--- config.mk ---
export PLATFORM = sky130hd
export DESIGN_NAME = uart_tx_flat
export DESIGN_NICKNAME = d
export VERILOG_FILES = /design/src/rtl/uart_tx_if.sv /design/src/rtl/uart_tx.sv /design/src/flat_wrapper.sv
export SDC_FILE = /design/constraint.sdc
export NUM_CORES = 1
export LEC_CHECK = 0
export BUFFER_PORTS_ARGS = -buffer_cell sky130_fd_sc_hd__buf_4
export CAP_MARGIN = 20
export CORE_MARGIN = 2
export CORE_UTILIZATION = 30
export DETAILED_ROUTE_END_ITERATION = 10
export SYNTH_ARGS = -nofsm -noshare
export SYNTH_HDL_FRONTEND = slang
export SYNTH_SLANG_ARGS = --single-unit
export TNS_END_PERCENT = 5
--- constraint.sdc ---
create_clock -name clk -period 2.6 [get_ports clk]
set_input_delay 0.13 -clock clk [delete_from_list [all_inputs] [get_ports clk]]
set_output_delay 0.13 -clock clk [all_outputs]
set_load 0.02 [all_outputs]
--- src/rtl/uart_tx_if.sv ---
// Byte handshake between a producer and the UART transmitter.
// The producer offers a byte with valid; the FIFO side answers with ready.
interface uart_tx_if;
  logic       i_tx_valid;
  logic [7:0] i_tx_data;
  logic       o_tx_ready;

  modport master (
    output i_tx_valid,
    output i_tx_data,
    input  o_tx_ready
  );

  modport slave (
    input  i_tx_valid,
    input  i_tx_data,
    output o_tx_ready
  );
endinterface

--- src/rtl/uart_tx.sv ---
// 8n1 UART transmitter, LSB first, fed by a small byte FIFO.
// Idle-high line; back-to-back frames are contiguous.
module uart_tx #(
  parameter int CLKS_PER_BIT = 2,
  parameter int FIFO_DEPTH   = 4
) (
  input  logic      clk,
  input  logic      rst,
  uart_tx_if.slave  tx,
  output logic      o_tx_busy,
  output logic      o_tx_data
);

  localparam int AW = $clog2(FIFO_DEPTH);
  localparam int CW = $clog2(CLKS_PER_BIT + 1);
  localparam logic [AW:0]   FULL_CNT = FIFO_DEPTH[AW:0];
  localparam logic [CW-1:0] CNT_LOAD = CW'(CLKS_PER_BIT - 1);

  typedef enum logic [1:0] {
    IDLE  = 2'd0,
    START = 2'd1,
    DATA  = 2'd2,
    STOP  = 2'd3
  } state_t;

  state_t        state;
  logic [7:0]    mem [FIFO_DEPTH];
  logic [AW-1:0] wr_ptr;
  logic [AW-1:0] rd_ptr;
  logic [AW:0]   count;
  logic [AW:0]   count_nxt;
  logic [CW-1:0] cyc;
  logic [2:0]    bit_idx;
  logic [7:0]    shift;

  logic full;
  logic empty;
  logic push;
  logic pop;
  logic cnt_zero;
  logic stop_avail;
  logic [7:0] pop_data;

  assign full          = (count == FULL_CNT);
  assign empty         = (count == '0);
  assign tx.o_tx_ready = !full;
  assign push          = tx.i_tx_valid && !full;
  assign cnt_zero      = (cyc == '0);

  // The stop bit may hand over a byte pushed on this very edge.
  assign stop_avail = !empty || push;
  assign pop_data   = empty ? tx.i_tx_data : mem[rd_ptr];

  assign pop = ((state == IDLE) && !empty) ||
               ((state == STOP) && cnt_zero && stop_avail);

  always_comb begin
    count_nxt = count;
    unique case ({push, pop})
      2'b10:   count_nxt = count + 1'b1;
      2'b01:   count_nxt = count - 1'b1;
      default: count_nxt = count;
    endcase
  end

  always_ff @(posedge clk) begin
    if (push) mem[wr_ptr] <= tx.i_tx_data;
  end

  always_ff @(posedge clk or posedge rst) begin
    if (rst) begin
      wr_ptr <= '0;
      rd_ptr <= '0;
      count  <= '0;
    end else begin
      if (push) wr_ptr <= wr_ptr + 1'b1;
      if (pop)  rd_ptr <= rd_ptr + 1'b1;
      count <= count_nxt;
    end
  end

  always_ff @(posedge clk or posedge rst) begin
    if (rst) begin
      state     <= IDLE;
      cyc       <= '0;
      bit_idx   <= '0;
      shift     <= '0;
      o_tx_data <= 1'b1;
      o_tx_busy <= 1'b0;
    end else begin
      unique case (state)
        IDLE: begin
          if (!empty) begin
            shift     <= mem[rd_ptr];
            cyc       <= CNT_LOAD;
            state     <= START;
            o_tx_data <= 1'b0;
            o_tx_busy <= 1'b1;
          end else begin
            o_tx_data <= 1'b1;
            o_tx_busy <= (count_nxt != '0);
          end
        end
        START: begin
          o_tx_busy <= 1'b1;
          if (cnt_zero) begin
            cyc       <= CNT_LOAD;
            bit_idx   <= '0;
            state     <= DATA;
            o_tx_data <= shift[0];
          end else begin
            cyc       <= cyc - 1'b1;
            o_tx_data <= 1'b0;
          end
        end
        DATA: begin
          o_tx_busy <= 1'b1;
          if (cnt_zero) begin
            cyc <= CNT_LOAD;
            if (bit_idx == 3'd7) begin
              state     <= STOP;
              o_tx_data <= 1'b1;
            end else begin
              bit_idx   <= bit_idx + 1'b1;
              o_tx_data <= shift[bit_idx + 3'd1];
            end
          end else begin
            cyc       <= cyc - 1'b1;
            o_tx_data <= shift[bit_idx];
          end
        end
        STOP: begin
          if (cnt_zero) begin
            if (stop_avail) begin
              shift     <= pop_data;
              cyc       <= CNT_LOAD;
              state     <= START;
              o_tx_data <= 1'b0;
              o_tx_busy <= 1'b1;
            end else begin
              state     <= IDLE;
              o_tx_data <= 1'b1;
              o_tx_busy <= 1'b0;
            end
          end else begin
            cyc       <= cyc - 1'b1;
            o_tx_data <= 1'b1;
            o_tx_busy <= 1'b1;
          end
        end
        default: begin
          state     <= IDLE;
          o_tx_data <= 1'b1;
          o_tx_busy <= (count_nxt != '0);
        end
      endcase
    end
  end

endmodule
--- src/flat_wrapper.sv ---
// flat-port wrapper written by rule: the top's interface ports become plain ports
module uart_tx_flat 
#(
  parameter int CLKS_PER_BIT = 2,
  parameter int FIFO_DEPTH   = 4
)
  (clk, rst, o_tx_busy, o_tx_data, tx_i_tx_valid, tx_i_tx_data, tx_o_tx_ready);
  uart_tx_if tx_i ();
  input  logic clk;
  input  logic rst;
  output logic o_tx_busy;
  output logic o_tx_data;
  input wire logic [$bits(tx_i.i_tx_valid)-1:0] tx_i_tx_valid;
  input wire logic [$bits(tx_i.i_tx_data)-1:0] tx_i_tx_data;
  output wire logic [$bits(tx_i.o_tx_ready)-1:0] tx_o_tx_ready;
  assign tx_i.i_tx_valid = tx_i_tx_valid;
  assign tx_i.i_tx_data = tx_i_tx_data;
  assign tx_o_tx_ready = tx_i.o_tx_ready;
  uart_tx #(.CLKS_PER_BIT(CLKS_PER_BIT), .FIFO_DEPTH(FIFO_DEPTH)) u_core (.clk(clk), .rst(rst), .tx(tx_i), .o_tx_busy(o_tx_busy), .o_tx_data(o_tx_data));
endmodule
==> key figures <==
Clock network
  • CTS buffer count: 5
  • TritonCTS clock tree: yes
  • H-Tree Depth: 2
  • Worst-path clk slew: 0.10 ns
  • Clk Latency, worst-skew pair: 0.31 ns
  • Clk buf depth: 2
  • Clock Sink Count: between 50 and 60
  • Root Driver: clkbuf_8
  • Cts hold-fix bufs: 0

Routing
  • WL met1: around 2300 um
  • Vias/cell: roughly 4.8
  • Via count: 1487
  • Met3 wire length: about 77 um
  • DR top layer: met4
  • Detail Route Antenna Nets: 0
  • DRT Pass-1 Iters: 5
  • Routed length per placed instance: roughly 15 um
  • DR WL met2: 2200 um
  • Drt drc: 0
  • Total Routed Length: 4600 um
  • Iteration-0 DRC Markers: 79

Final layout
  • Final net count: 223
  • Share of cells above drive strength 1: 31.5%
  • ANT cells: 0
  • Filler Cell Count: 876
  • Multi-input gate area: around 1100 um2
  • FF+latch area: 1560 um2
  • Layout Cells excl Fill: 308
  • Area Growth Syn to Fin: 11.9%

Logic synthesis
  • Yosys warning count: 0
  • Yosys top cell area share: a little over a third
  • Cells after Synth: around 180
  • Synth area leader: edfxtp_1
  • EDFF count, synth: 32
  • Count leader, synth: edfxtp_1
  • Synth cell count leaders: edfxtp_1, dfrtp_1, mux2_2, ha_1, inv_1
  • Unique cell type count in the Yosys netlist: 39
  • Synth top area cells: edfxtp_1, dfrtp_1, mux2_2, mux4_2, ha_1
  • Flip-flop and latch count after synthesis: 56
  • Part of the Yosys area used for sequential elements: a little under three fifths
  • Async set-reset flop share out of synthesis: 42.9%
  • Syn avg cell area: around 15 um2
  • Syn Std Cell Area: 2730 um2
  • Post-Syn Nets: 205
  • Ys flop type: edfxtp_1

Floorplan
  • Die X: between 90 and 100 um
  • Rows: 34
  • Die Ht: 99.4 um
  • CORE AREA: 8760 um2
  • Initial Util: 31.1%
  • I/O pin cnt: 14
  • Total Die Area: 9880 um2

Timing
  • Final worst slack: 0.288 ns
  • Final Skew: 0.00583 ns
  • Final hold slack: 0.0250 ns
  • TNS Setup: 0 ns
  • Final critical-path required period: about 2.3 ns
  • Max Slew Vio Count: 0
  • Final hold vios: 0
  • Max Clk Rate: 433 MHz
  • Worst Tran Pin Value: between 0.9 and 1 ns
  • Final Cycle Share: 88.9%
  • Worst relative slew slack: between 30% and 40%
  • Final setup viols: 0

Worst setup path
  • CP required: 2.83 ns
  • Worst Path Max Fanout: 6
  • CP arrival: 2.54 ns
  • CP Launch Type: register
  • CP endpoint kind: register
  • Crit path cell chain: o31ai_1, o41ai_4, ha_1, inv_1, fa_1, mux2i_1, nor2_1, a31oi_1
  • R2r setup slk: roughly 0.29 ns
  • Reg2Reg Depth: 8
  • CP Class: register to register
  • CP max-delay cell: o31ai_1
  • Slowest Stage Delay on Critical Path: around 0.47 ns

Placed design
  • Port bufs: 13
  • Post-DP HPWL: 3270 um
  • Placed cells: 300
  • Gpl congestion: 0.728
  • Setup WS pre-CTS: 0.284 ns

Worst hold path
  • Hold Crit Depth: 1
  • HP Class: input port to register

GRT
  • Antenna violations before repair: 0
  • GRT overflow: 0
  • Largest net degree at the start of global routing: 25
  • Number of global-route vias before repair: 1578
  • First-pass GRT wire length: 8110 um
  • GRT Util Overall: 10.4%

Power and ir drop
  • Worst vdd ir: a little under 0.6 mV
  • Leak Pwr: 1.16 nW
  • PwrDens: 1180 nW/um2
  • Power, Total: roughly 3.6 mW

Job
  • Max Cap Viol: 0

Run status
  • Status: complete, no violations
[flip-flops by register name, summed over array words and instances (netlist names)]
name,cells
u_core.mem,32
u_core.shift,8
u_core.bit_idx,3
u_core.count,3
u_core.cyc,2
u_core.rd_ptr,2
u_core.state,2
u_core.wr_ptr,2
u_core.o_tx_busy,1
u_core.o_tx_data,1
[per-stage QoR]
stage / util (%) / cell area, um2
after floorplan: - / 2730
after global placement: 33.7 / 2950
after detailed placement: 33.7 / 2950
after CTS: 34.7 / 3040
after global routing: 34.9 / 3050
final: 34.9 / 3050
[routing by layer]
layer | GRT usage (%) | vias to the layer above
li1 | - | 716
met1 | 14.4 | 755
met2 | 16.5 | 11
met3 | 1.97 | 5
met4 | 3.48 | 0
met5 | 0 | -
[report_power, final]
group	total, mW	internal, mW	switching [mW]
Combinational	1.60	0.879	0.725
Sequential	1.52	1.25	0.275
Clock	0.484	0.194	0.290
Total	3.61	2.32	1.29
[what timing repair did]
item,4_1_cts,5_1_grt
buffers inserted,0,0
gates resized for setup,0,1
endpoints found under the setup margin,0,1
[final cells by class]
type,instances,share of cell area (%)
sequential,56,51.2
multi-input combinational,107,35.8
tap,108,4.42
timing repair buffer,17,4.18
clock buffer,5,2.25
inverter,12,1.47
clock inverter,3,0.737
[layout by cell type (no fill, tap or decap), types with 3 or more instances in the layout]
cell / n
dfrtp_1: 23
a31oi_1: 3
nand2_1: 6
buf_4: 17
xnor2_1: 3
clkbuf_8: 5
xor2_1: 3
inv_1: 12
nor2_1: 8
mux4_2: 10
o31ai_1: 3
mux2_2: 22
edfxtp_1: 32
and2_1: 6
ha_1: 12
o21ai_0: 7
[cell families (layout without fill, tap and decap cells)]
family,after synthesis,count (layout),share of synthesized area [%]
flip-flops,56,56,57.3
AND/OR/NAND/NOR,28,28,5.23
XOR/XNOR,6,6,1.93
adder cells (fa/ha/maj),13,13,6.24
buffers and inverters,18,37,3.12
AO/OA/AOI/OAI,26,26,7.57
multiplexers,34,34,18.7
[worst paths after layout]
path	start	endpoint
min reg2reg	u_core.shift[7]	u_core.shift[7]
max in group asynchronous	rst	u_core.rd_ptr[0]
min	tx_i_tx_data[6]	u_core.mem[0][6]
max	u_core.count[0]	u_core.o_tx_busy
max reg2reg	u_core.count[0]	u_core.o_tx_busy
min in group asynchronous	rst	u_core.wr_ptr[0]
[worst max-delay path, delay by kind of cell (launching register included)]
family,cells,cell delay (ns)
compound gates,3,0.83
mux,1,0.17
fa+ha+maj,2,0.64
flops,1,0.46
buf+inv,1,0.07
simple gates,1,0.06
Power figures use the tool's default switching activity.
